## src/rtl/tetris_key_conditioner.sv

```systemverilog
// Push-button conditioner for the tetris controls: synchronise, debounce and
// edge-detect the four active-low KEYs, with auto-repeat on left/down/right.
module tetris_key_conditioner #(
    parameter int unsigned DEBOUNCE_CYCLES = 250000,
    parameter int unsigned REPEAT_DELAY    = 6250000,
    parameter int unsigned REPEAT_RATE     = 1250000,
    parameter int unsigned CNT_W           = 23
) (
    input  logic       iVGA_CLK,
    input  logic       iRST_n,
    input  logic       up_n,
    input  logic       left_n,
    input  logic       down_n,
    input  logic       right_n,
    input  logic       stop,
    output logic       up_p,
    output logic       left_p,
    output logic       down_p,
    output logic       right_p,
    output logic [3:0] held
);

    localparam int unsigned NKEY = 4;
    localparam int unsigned NREP = 3;
    localparam int unsigned KR   = 0;
    localparam int unsigned KD   = 1;
    localparam int unsigned KL   = 2;
    localparam int unsigned KU   = 3;

    localparam logic [CNT_W-1:0] DB_LAST  = CNT_W'(DEBOUNCE_CYCLES - 1);
    localparam logic [CNT_W-1:0] RD_LAST  = CNT_W'(REPEAT_DELAY - 1);
    localparam logic [CNT_W-1:0] RR_LAST  = CNT_W'(REPEAT_RATE - 1);
    localparam logic [CNT_W-1:0] CNT_ONE  = CNT_W'(1);

    typedef enum logic [1:0] {
        REP_IDLE   = 2'd0,
        REP_DELAY  = 2'd1,
        REP_REPEAT = 2'd2
    } rep_state_e;

    logic [NKEY-1:0]  sync1_q, sync1_d;
    logic [NKEY-1:0]  sync2_q, sync2_d;
    logic [NKEY-1:0]  held_q, held_d;
    logic [NKEY-1:0]  pulse_q, pulse_d;
    logic [CNT_W-1:0] db_cnt_q [NKEY];
    logic [CNT_W-1:0] db_cnt_d [NKEY];
    rep_state_e       rep_st_q [NREP];
    rep_state_e       rep_st_d [NREP];
    logic [CNT_W-1:0] rep_cnt_q [NREP];
    logic [CNT_W-1:0] rep_cnt_d [NREP];

    logic [NKEY-1:0]  pressed_c;
    logic [NKEY-1:0]  rise_c;
    logic [NKEY-1:0]  press_ok_c;
    logic [NREP-1:0]  rep_fire_c;
    logic             opposed_c;

    // Two-flop synchroniser on the raw active-low levels; resets to released.
    always_comb begin
        sync1_d   = {up_n, left_n, down_n, right_n};
        sync2_d   = sync1_q;
        pressed_c = ~sync2_q;
    end

    // Debounce: a state change is accepted only after it has persisted.
    always_comb begin
        held_d = held_q;
        for (int unsigned k = 0; k < NKEY; k++) begin
            db_cnt_d[k] = '0;
            if (pressed_c[k] != held_q[k]) begin
                if (db_cnt_q[k] == DB_LAST) begin
                    held_d[k] = ~held_q[k];
                end else begin
                    db_cnt_d[k] = db_cnt_q[k] + CNT_ONE;
                end
            end
        end
    end

    // Press pulses and auto-repeat FSMs, evaluated against next-cycle held.
    always_comb begin
        rise_c     = held_d & ~held_q;
        opposed_c  = held_d[KL] & held_d[KR];
        press_ok_c = stop ? '0 : rise_c;
        rep_fire_c = '0;
        if (rise_c[KL] && rise_c[KR]) begin
            press_ok_c[KL] = 1'b0;
            press_ok_c[KR] = 1'b0;
        end
        for (int unsigned k = 0; k < NREP; k++) begin
            rep_st_d[k]  = rep_st_q[k];
            rep_cnt_d[k] = rep_cnt_q[k];
            if (!held_d[k] || stop || opposed_c) begin
                rep_st_d[k]  = REP_IDLE;
                rep_cnt_d[k] = '0;
            end else begin
                case (rep_st_q[k])
                    REP_IDLE: begin
                        if (press_ok_c[k]) begin
                            rep_st_d[k]  = REP_DELAY;
                            rep_cnt_d[k] = '0;
                        end
                    end
                    REP_DELAY: begin
                        if (rep_cnt_q[k] == RD_LAST) begin
                            rep_fire_c[k] = 1'b1;
                            rep_st_d[k]   = REP_REPEAT;
                            rep_cnt_d[k]  = '0;
                        end else begin
                            rep_cnt_d[k] = rep_cnt_q[k] + CNT_ONE;
                        end
                    end
                    REP_REPEAT: begin
                        if (rep_cnt_q[k] == RR_LAST) begin
                            rep_fire_c[k] = 1'b1;
                            rep_cnt_d[k]  = '0;
                        end else begin
                            rep_cnt_d[k] = rep_cnt_q[k] + CNT_ONE;
                        end
                    end
                    default: begin
                        rep_st_d[k]  = REP_IDLE;
                        rep_cnt_d[k] = '0;
                    end
                endcase
            end
        end
        pulse_d = press_ok_c | {1'b0, rep_fire_c};
    end

    always_ff @(posedge iVGA_CLK or negedge iRST_n) begin
        if (!iRST_n) begin
            sync1_q <= '1;
            sync2_q <= '1;
            held_q  <= '0;
            pulse_q <= '0;
            for (int unsigned k = 0; k < NKEY; k++) begin
                db_cnt_q[k] <= '0;
            end
            for (int unsigned k = 0; k < NREP; k++) begin
                rep_st_q[k]  <= REP_IDLE;
                rep_cnt_q[k] <= '0;
            end
        end else begin
            sync1_q <= sync1_d;
            sync2_q <= sync2_d;
            held_q  <= held_d;
            pulse_q <= pulse_d;
            for (int unsigned k = 0; k < NKEY; k++) begin
                db_cnt_q[k] <= db_cnt_d[k];
            end
            for (int unsigned k = 0; k < NREP; k++) begin
                rep_st_q[k]  <= rep_st_d[k];
                rep_cnt_q[k] <= rep_cnt_d[k];
            end
        end
    end

    assign up_p    = pulse_q[KU];
    assign left_p  = pulse_q[KL];
    assign down_p  = pulse_q[KD];
    assign right_p = pulse_q[KR];
    assign held    = held_q;

endmodule
```

## config.mk

```make
export PLATFORM = sky130hd
export DESIGN_NAME = tetris_key_conditioner
export DESIGN_NICKNAME = d
export VERILOG_FILES = /design/src/rtl/tetris_key_conditioner.sv
export SDC_FILE = /design/constraint.sdc
export NUM_CORES = 1
export LEC_CHECK = 0
export BUFFER_PORTS_ARGS = -buffer_cell sky130_fd_sc_hd__buf_2
export CAP_MARGIN = 20
export CORE_ASPECT_RATIO = 0.5
export CORE_MARGIN = 2
export CORE_UTILIZATION = 45
export DETAILED_ROUTE_END_ITERATION = 8
export GPL_TIMING_DRIVEN = 1
export PLACE_DENSITY = 0.65
export SYNTH_ARGS = -nofsm -noshare
export SYNTH_HDL_FRONTEND = slang
export SYNTH_SLANG_ARGS = --single-unit
```

## constraint.sdc

```tcl
create_clock -name iVGA_CLK -period 2.7 [get_ports iVGA_CLK]
set_clock_uncertainty 0.05 [all_clocks]
set_input_delay 0.135 -clock iVGA_CLK [delete_from_list [all_inputs] [get_ports iVGA_CLK]]
set_output_delay 0.135 -clock iVGA_CLK [all_outputs]
set_load 0.1 [all_outputs]
```

==> results.txt <==
Die ar. = 22750 um2
Diode count = 0
Max-cap violations = 0
Clk pin slew, worst setup/hold paths = 0.07 ns
Ys flop type = dfrtp_1
Starting DRT DRC Count = 386
I/O pin count = 15
Setup TNS = 0 ns
WP data arrival = 2.91 ns
Final setup fails = 0
GRT Util Overall = 19.64%
Detailed Route WL = 20.54 mm
Share of layout cells above drive strength 1 = 11.56%
RSZ-0062 raised after global routing = yes
FILL cells = 1855
Design area = 11050 um2
Endpoint class of the critical path = register
Initial core utilization = 46.41%
Unique masters post-synth = 66
Hold_ws = 0.05257 ns
Largest vdd supply drop = 0.0004146 V
Vias in the first global route = 7498
Util after Layout = 53.06%
DR pass1 iterations = 5
Slew @ Worst Pin = 0.6838 ns
Post-synth EDFFs = 0
Port Buffers = 14
Post-synthesis average cell area = 9.315 um2
Rows = 37
Syn. warnings = 0
Clock root buffer = clkbuf_16
Area of the core = 20830 um2
Netlist Area Pre-Place = 9669 um2
Register area share after synthesis = 47.46%
Final Hold Violating Endpoints = 0
DP Worst Slack = 0.07247 ns
Pleak = 4.582 nW
Total number of vias = 7602
P&R area growth vs syn = 14.31%
Crit-path max FO = 9
Startpoint types = register
Die span in y = 107.7 um
Final setup margin = 0.1045 ns
Hold Crit Class = input port to register
Post-Syn Instances = 1038
Min Clock Period, post-route = 2.596 ns
Worst skew pair latency = 0.45 ns
Post-DP HPWL = 14.09 mm
CTS tree = built
Final ANT Viol Nets = 0
First-pass GRT wire length = 35.74 mm
Routability cong. = 0.8504
Run status = completed
Layout Nets = 1123
Die Width = 211.3 um
Final Max Tran Viols = 0
Vias/cell = 5.509
DR WL/cell = 14.88 um
DR DRC count = 0
Fmax = 385.3 MHz
Slew HR = 54.41%
Largest net degree at the start of global routing = 83
Max clock buf depth = 2
Clock Sinks = 183
Kind of critical path = register to register
Pwr dens = 497.9 nW/um2
Synthesized Nets = 1067
Period utilization = 96.13%
Critical Path RT = 3.01 ns
Total CTS buffers = 17
Grt ovf = 0
Fraction of synthesis flops using an asynchronous set or reset pin = 100.0%
H-tree Lvls = 4
Register bit total from synthesis = 183
Initial antenna violation count = 0
Placement Cell Area = 10310 um2
what timing repair did:
action / 4_1_cts / 5_1_grt
setup endpoints to repair: 0 / 36
resized for setup: 0 / 11
hold buffers: 5 / 0
buffers inserted: 0 / 5
endpoints found under the hold margin: 76 / 0
worst paths after layout:
| kind | cells past startpoint | slack [ns] | startpoint | to |
|---|---|---|---|---|
| worst max-delay path | 7 | 0.10 | db_cnt_q[34] | rep_cnt_q[22] |
| worst min-delay path | 3 | 0.05 | stop | pulse_q[3] |
| worst max register to register | 7 | 0.10 | db_cnt_q[34] | rep_cnt_q[22] |
| worst min register to register | 0 | 0.31 | sync1_q[3] | sync2_q[3] |
| max in group asynchronous | 3 | 1.53 | iRST_n | rep_cnt_q[0] |
| min in group asynchronous | 2 | 0.25 | iRST_n | db_cnt_q[65] |
cell usage in the layout (no fill, tap or decap), types with 10 or more instances in the layout:
master,Yosys,layout
ha_1,22,22
nand4_1,28,28
xor2_1,47,47
buf_2,7,13
nand3_1,87,87
a31oi_1,16,16
inv_1,29,29
and3_1,30,30
xnor2_1,52,52
dfrtp_1,175,174
nor2_1,159,159
nor2b_1,10,10
buf_4,2,45
a22o_1,24,24
nor3_1,28,27
and2_1,11,11
nand2_1,80,80
o21ai_0,38,37
nor4_1,15,14
a21oi_1,25,25
clkbuf_16,0,17
or3_1,27,27
cell type report:
class	instances	area [um2]	area share, %
well taps	273	341.6	3.090
multi-input cells	796	4887	44.22
inverters	29	108.9	0.9848
clock inverters	12	160.2	1.449
repair buffers	67	518.0	4.686
clock buffers	20	446.7	4.041
flip-flops and latches	183	4591	41.53
cells by family after synthesis:
logic type	synth area share, %
AO/OA/AOI/OAI	9.822
XOR/XNOR	8.967
adder cells (fa/ha/maj)	2.847
buffers and inverters	2.471
flip-flops	47.46
multiplexers	0.8540
AND/OR/NAND/NOR	27.58
sequential cells by signal, indices dropped and copies added, names as in the netlist:
signal,cells
held,4
db_cnt_q,92
rep_cnt_q,69
rep_st_q,6
sync1_q,4
pulse_q,4
sync2_q,4
worst max-delay path, cell delays in order (launching register included):
cell and delay (ns):
dfrtp_2 0.43, nor4_4 0.33, nand3_1 0.13, or3b_1 0.44, o21a_1 0.24, nand2b_4 0.20
or4_1 0.52, a21oi_1 0.17
per-stage QoR:
step | power (mW) | cells
after CTS | 5.580 | 1375
after floorplan | 2.878 | 1038
after global routing | 5.714 | 1380
after global placement | 2.968 | 1338
after detailed placement | 2.972 | 1338
final | 5.504 | 1380
synthesized netlist by cell type (22+ instances only):
master	instances	area, um2
a22o_1	24	210.2
a21oi_1	25	125.1
xnor2_1	52	455.4
dfrtp_1	175	4379
nor2_1	159	596.8
nand2_1	80	300.3
and3_1	30	187.7
xor2_1	47	411.6
or3_1	27	168.9
inv_1	29	108.9
ha_1	22	275.3
nand3_1	87	435.4
nand4_1	28	175.2
o21ai_0	38	190.2
nor3_1	28	140.1
where the power goes:
group          switching, mW  internal (mW)  leakage [nW]  total, mW
Clock                   1.16           1.43         0.297       2.58
Sequential            0.0187           2.77          2.52       2.78
Combinational         0.0967         0.0395          1.77      0.136
metal layers:
metal	GRT usage [%]	wire, um	vias to the layer above
met5	0	0	-
li1	-	-	3791
met2	32.03	9423	84
met1	26.20	10300	3713
met4	5.382	215	0
met3	4.930	598	14
No activity file was read; power rests on OpenSTA's default activity.
